--- src/rtl/vc_circular_buffer.sv ---
// rtl/vc_circular_buffer.sv - multi-VC circular flit buffer with per-VC full/empty and hysteresis on/off flow control
// Optional feature macro: VC_BUF_ERR_EN adds err_o with sticky per-VC overflow/underflow flags.
module vc_circular_buffer #(
    parameter int NUM_VC        = 4,
    parameter int BUFFER_SIZE   = 8,
    parameter int OFF_THRESHOLD = 6,
    parameter int ON_THRESHOLD  = 2,
    parameter int DATA_W        = 32,
    parameter int VC_W          = (NUM_VC > 1) ? $clog2(NUM_VC) : 1,
    parameter int CNT_W         = $clog2(BUFFER_SIZE) + 1
) (
    input  logic                      clk,
    input  logic                      rst,
    input  logic                      write_i,
    input  logic [VC_W-1:0]           write_vc_i,
    input  logic [DATA_W-1:0]         input_Data,
    input  logic                      read_i,
    input  logic [VC_W-1:0]           read_vc_i,
    output logic [DATA_W-1:0]         output_Data,
    output logic [NUM_VC-1:0]         buf_empty,
    output logic [NUM_VC-1:0]         buf_full,
    output logic [NUM_VC-1:0]         buf_On_Off,
    output logic [NUM_VC*CNT_W-1:0]   occupancy_o
`ifdef VC_BUF_ERR_EN
    ,
    output logic [2*NUM_VC-1:0]       err_o
`endif
);

    localparam int PTR_W = (BUFFER_SIZE > 1) ? $clog2(BUFFER_SIZE) : 1;

    localparam logic [VC_W:0]    NUM_VC_EXT = (VC_W+1)'(NUM_VC);
    localparam logic [CNT_W-1:0] FULL_CNT   = CNT_W'(BUFFER_SIZE);
    localparam logic [CNT_W-1:0] OFF_CNT    = CNT_W'(OFF_THRESHOLD);
    localparam logic [CNT_W-1:0] ON_CNT     = CNT_W'(ON_THRESHOLD);
    localparam logic [CNT_W-1:0] CNT_ONE    = CNT_W'(1);
    localparam logic [PTR_W-1:0] PTR_ONE    = PTR_W'(1);

    // Shared storage: one BUFFER_SIZE-deep ring per VC, never cleared by reset
    logic [DATA_W-1:0] mem_q [NUM_VC][BUFFER_SIZE];

    logic [PTR_W-1:0] wr_ptr_q [NUM_VC];
    logic [PTR_W-1:0] wr_ptr_d [NUM_VC];
    logic [PTR_W-1:0] rd_ptr_q [NUM_VC];
    logic [PTR_W-1:0] rd_ptr_d [NUM_VC];
    logic [CNT_W-1:0] count_q  [NUM_VC];
    logic [CNT_W-1:0] count_d  [NUM_VC];
    logic [NUM_VC-1:0] on_off_q;
    logic [NUM_VC-1:0] on_off_d;

    logic              wr_vc_ok;
    logic              rd_vc_ok;
    logic              wr_acc;
    logic              rd_acc;
    logic              same_vc;
    logic [NUM_VC-1:0] wr_sel;
    logic [NUM_VC-1:0] rd_sel;

    // Decide which of this cycle's requests are accepted
    always_comb begin
        wr_vc_ok = ({1'b0, write_vc_i} < NUM_VC_EXT);
        rd_vc_ok = ({1'b0, read_vc_i} < NUM_VC_EXT);
        same_vc  = (write_vc_i == read_vc_i);
        rd_acc   = 1'b0;
        wr_acc   = 1'b0;
        if (read_i && rd_vc_ok) begin
            rd_acc = (count_q[read_vc_i] != '0);
        end
        // A full VC still takes a write when its head is being popped in the same cycle
        if (write_i && wr_vc_ok) begin
            wr_acc = (count_q[write_vc_i] != FULL_CNT) || (rd_acc && same_vc);
        end
        for (int v = 0; v < NUM_VC; v++) begin
            wr_sel[v] = wr_acc && (write_vc_i == VC_W'(v));
            rd_sel[v] = rd_acc && (read_vc_i == VC_W'(v));
        end
    end

    // Per-VC next pointers, counts and hysteresis on/off state
    always_comb begin
        for (int v = 0; v < NUM_VC; v++) begin
            wr_ptr_d[v] = wr_ptr_q[v];
            rd_ptr_d[v] = rd_ptr_q[v];
            count_d[v]  = count_q[v];
            on_off_d[v] = on_off_q[v];
            if (wr_sel[v]) begin
                wr_ptr_d[v] = wr_ptr_q[v] + PTR_ONE;
            end
            if (rd_sel[v]) begin
                rd_ptr_d[v] = rd_ptr_q[v] + PTR_ONE;
            end
            if (wr_sel[v] && !rd_sel[v]) begin
                count_d[v] = count_q[v] + CNT_ONE;
            end else if (rd_sel[v] && !wr_sel[v]) begin
                count_d[v] = count_q[v] - CNT_ONE;
            end
            // Evaluated on the next count so the credit flips on the crossing edge
            if (count_d[v] >= OFF_CNT) begin
                on_off_d[v] = 1'b0;
            end else if (count_d[v] <= ON_CNT) begin
                on_off_d[v] = 1'b1;
            end
        end
    end

    // Pointer, count and credit registers
    always_ff @(posedge clk or posedge rst) begin
        if (rst) begin
            for (int v = 0; v < NUM_VC; v++) begin
                wr_ptr_q[v] <= '0;
                rd_ptr_q[v] <= '0;
                count_q[v]  <= '0;
            end
            on_off_q <= '1;
        end else begin
            for (int v = 0; v < NUM_VC; v++) begin
                wr_ptr_q[v] <= wr_ptr_d[v];
                rd_ptr_q[v] <= rd_ptr_d[v];
                count_q[v]  <= count_d[v];
            end
            on_off_q <= on_off_d;
        end
    end

    // Flit storage write; a write landing during reset is discarded
    always_ff @(posedge clk) begin
        if (wr_acc && !rst) begin
            mem_q[write_vc_i][wr_ptr_q[write_vc_i]] <= input_Data;
        end
    end

    // First-word fall-through head of the selected VC, zero when it holds nothing
    always_comb begin
        output_Data = '0;
        if (rd_vc_ok && (count_q[read_vc_i] != '0)) begin
            output_Data = mem_q[read_vc_i][rd_ptr_q[read_vc_i]];
        end
    end

    // Status flags and occupancy straight from the registered counts
    always_comb begin
        for (int v = 0; v < NUM_VC; v++) begin
            buf_empty[v]                    = (count_q[v] == '0);
            buf_full[v]                     = (count_q[v] == FULL_CNT);
            occupancy_o[v*CNT_W +: CNT_W]   = count_q[v];
        end
        buf_On_Off = on_off_q;
    end

`ifdef VC_BUF_ERR_EN
    logic [2*NUM_VC-1:0] err_q;
    logic [2*NUM_VC-1:0] err_d;

    // Sticky flags: dropped writes in the low half, ignored reads in the high half
    always_comb begin
        err_d = err_q;
        for (int v = 0; v < NUM_VC; v++) begin
            if (write_i && wr_vc_ok && (write_vc_i == VC_W'(v)) && !wr_acc) begin
                err_d[v] = 1'b1;
            end
            if (read_i && rd_vc_ok && (read_vc_i == VC_W'(v)) && !rd_acc) begin
                err_d[NUM_VC+v] = 1'b1;
            end
        end
    end

    // Error flag register, cleared only by reset
    always_ff @(posedge clk or posedge rst) begin
        if (rst) begin
            err_q <= '0;
        end else begin
            err_q <= err_d;
        end
    end

    assign err_o = err_q;
`endif

endmodule

--- config.mk ---
export PLATFORM = sky130hd
export DESIGN_NAME = vc_circular_buffer
export DESIGN_NICKNAME = d
export VERILOG_FILES = /design/src/rtl/vc_circular_buffer.sv
export SDC_FILE = /design/constraint.sdc
export NUM_CORES = 1
export LEC_CHECK = 0
export ABC_CLOCK_PERIOD_IN_PS = 3900
export CAP_MARGIN = 0
export CORE_MARGIN = 2
export CORE_UTILIZATION = 35
export DETAILED_ROUTE_END_ITERATION = 10
export SYNTH_ARGS = -nofsm -noshare
export SYNTH_HDL_FRONTEND = slang
export SYNTH_SLANG_ARGS = --single-unit
--- constraint.sdc ---
create_clock -name clk -period 3.9 [get_ports clk]
set_input_delay 0.78 -clock clk [delete_from_list [all_inputs] [get_ports clk]]
set_output_delay 0.78 -clock clk [all_outputs]
set_load 0.1 [all_outputs]
==> metrics.md <==
| Metric | Value |
|---|---|
| Area of the die | 123,000 sq um |
| Status | complete, but fails checks |
| Multi-input logic area | 10,600 sq um |
| Crit path kind | register to primary output |
| Post-DR vias/cell | 5.36 |
| Yosys warns | 0 |
| GPL Wtd Cong | 0.771 |
| Core box area | 120,000 sq um |
| Slew margin rel. | 25.7% |
| DR WL met2 | 51,900 um |
| H-tree depth | 3 |
| Port Buffer Count | 99 |
| Clock transition at path regs | 0.06 ns |
| Setup_tns | -0.208 ns |
| R2r startpoint | occupancy_o[7]$_DFF_PP0_ |
| 1st-pass router iterations | 5 |
| Final Skew | 0.0180 ns |
| Worst endpoint required time | 3.12 ns |
| GR Util All Layers | 17.3% |
| Clock sink total | 1,068 |
| Critical path launch point type | register |
| Vias in the first global route | 21,849 |
| Drt drc | 0 |
| Synth cell types | 64 |
| Max VDD drop | 0.776 mV |
| Critical path peak fanout | 22 |
| Die extent in y | 351 um |
| Max Slew Vio Count | 0 |
| R2R Path End | mem_q[2][60]$_DFFE_PP_ |
| Overall routed net length | 107,000 um |
| RSZ-0062 raised after global routing | true |
| Average wire per standard cell | 26.7 um |
| Proportion of synthesized flip-flops having asynchronous set or reset | 4.12% |
| Worst Hold Class | input pin to asynchronous set/reset pin |
| Die width | 351 um |
| Synth cell count leaders | 1,024 x edfxtp_1, 261 x mux4_2, 96 x a211oi_1 |
| Max Clock Freq | 0.252 GHz |
| Post-synth EDFFs | 1,024 |
| Register area | 31,900 sq um |
| Failing checks | setup timing |
| Count leader, synth | edfxtp_1 |
| Leak | 16.3 nW |
| Fillers | 10,263 |
| Starting DRT DRC Count | 1,892 |
| Row count | 127 |
| Top sig layer | met4 |
| Largest net degree at the start of global routing | 57 |
| Initial Utilization | 35.3% |
| Metal1 wirelength | 45,200 um |
| Max Cap Viol | 0 |
| Clk root buf | clkbuf_16 |
| Syn_nets | 2,092 |
| Final worst slack | -0.0659 ns |
| Final Hold Viols | 0 |
| Final HPWL DP | 60,200 um |
| Top cell type's share of synthesized area | 72.8% |
| CTS tree | built |
| Share of layout cells above drive strength 1 | 33.3% |
| Final min period | 3.97 ns |
| DR vias | 21,346 |
| Global-route wire length before repair | 154,000 um |
| Synth Flop Type | edfxtp_1 |
| Crit. Startpoint | rd_ptr_q[10]$_DFFE_PP0P_ |
| Wire length on met3 | 7020 um |
| Avg Cell Area, Syn | 20.7 sq um |
| Area contributors post-synth | edfxtp_1 73%, mux4_2 14%, dfrtp_1 2.4%, a211oi_1 1.7%, mux2i_1 1.7% |
| Area growth syn-to-layout | 22.3% |
| Top-Level Pins | 100 |
| Power Dens Cells | 679 nW/um^2 |
| FF+latch count, synth | 1,068 |
| Grt total ovfl | 0 |
| Total power | 35.1 mW |
| Post-DRT Antenna Nets | 0 |
| Final period util | 102% |
| # hold bufs at CTS | 0 |
| Initial antenna violation count | 5 |
| Clock latency on the worst-skew pair | 0.68 ns |
| Final Setup Violations | 7 |
| Mapped cell area | 42,200 sq um |
| Cell Area, Placed | 47,500 sq um |
| Seq/Total Area, Yosys | 75.4% |
| Final nets | 2,344 |
| Num CTS Buffers | 108 |
| Worst Reg-to-Reg Cells | 8 |
| Cells after Synth | 2,036 |
| Slew @ Worst Pin | 1.11 ns |
| CP arrival | 3.19 ns |
| Synth area leader | edfxtp_1 |
| CTS Buffer Depth | 3 |
| Non-Filler Cell Area, Final | 51,700 sq um |
| Reg-to-reg setup timing slack | 0.77 ns |
| Crit end category | primary output |
-- cell type report --
class / instances / area share [%]
sequential: 1068 / 61.7
clock buffer: 124 / 5.43
timing repair buffer: 263 / 7.06
antenna: 2 / 0.00969
clock inverter: 70 / 1.25
multi-input combinational: 834 / 20.6
inverter: 13 / 0.0944
tap: 1612 / 3.90
-- cells in the final DEF (no fill, tap or decap), types with 40 or more instances in the layout --
cell,count
a211oi_1,59
buf_4,84
mux2i_1,63
mux4_2,258
buf_12,108
dfrtp_1,40
clkbuf_16,109
nor2b_1,60
clkdlybuf4s50_1,57
edfxtp_1,1024
nor2_4,63
a21oi_1,54
-- critical path, cell delays in order (launching register included) --
cell and delay [ns]:
dfrtp_1 0.39, mux4_4 0.69, buf_16 0.22, buf_12 0.19, mux2i_2 0.19, a211oi_2 0.27, a21oi_1 0.07, buf_4 0.18
nor2_4 0.10, buf_12 0.18
-- cells by family after synthesis --
logic type,Yosys count,synth area share (%)
flops,1068,75.4
mux,337,15.7
simple gates,240,2.93
compound gates,211,3.40
buf+inv,134,1.40
xor+xnor,28,0.598
fa+ha+maj,18,0.521
-- metrics by stage --
step	util, %	setup slack (ns)	hold slack, ns	cells
6_report	43.1	-0.0659	0.401	3986
5_1_grt	43.1	-0.157	0.400	3985
4_1_cts	42.9	-0.0951	0.347	3975
3_5_place_dp	39.7	-0.0955	0.463	3769
3_3_place_gp	39.7	-0.174	0.456	3769
2_1_floorplan	-	-0.481	0.440	2036
-- worst max path at each step --
stage | endpoint | slack (ns) | depth (start not counted)
global placement | output_Data[26] | -0.17 | 11
floorplan | mem_q[1][64]$_DFFE_PP_ | -0.48 | 8
detailed placement | output_Data[26] | -0.1 | 11
CTS | output_Data[0] | -0.1 | 9
finish | output_Data[25] | -0.07 | 9
global route | output_Data[2] | -0.16 | 10
-- where the power goes --
| part | internal (mW) | switching, mW | leakage (nW) |
|---|---|---|---|
| sequential | 13.0 | 0.330 | 9.75 |
| clock | 5.74 | 4.32 | 1.68 |
| combinational | 4.14 | 7.49 | 4.89 |
-- state kept, by name, summed over array words and instances (netlist names) --
signal / flops
buf_On_Off: 4
rd_ptr_q: 12
wr_ptr_q: 12
mem_q: 1024
occupancy_o: 16
-- routing by layer --
metal	global-route usage, %	vias up
li1	-	8972
met1	24.1	11483
met2	28.0	748
met3	3.16	143
met4	4.97	0
met5	0	-
-- repair_timing --
action | 4_1_cts | 5_1_grt
endpoints found under the setup margin | 32 | 32
gates resized for setup | 41 | 53
cloned | 4 | 0
setup buffers | 9 | 9
pin swaps | 6 | 12
(Power assumes the default switching activity.)
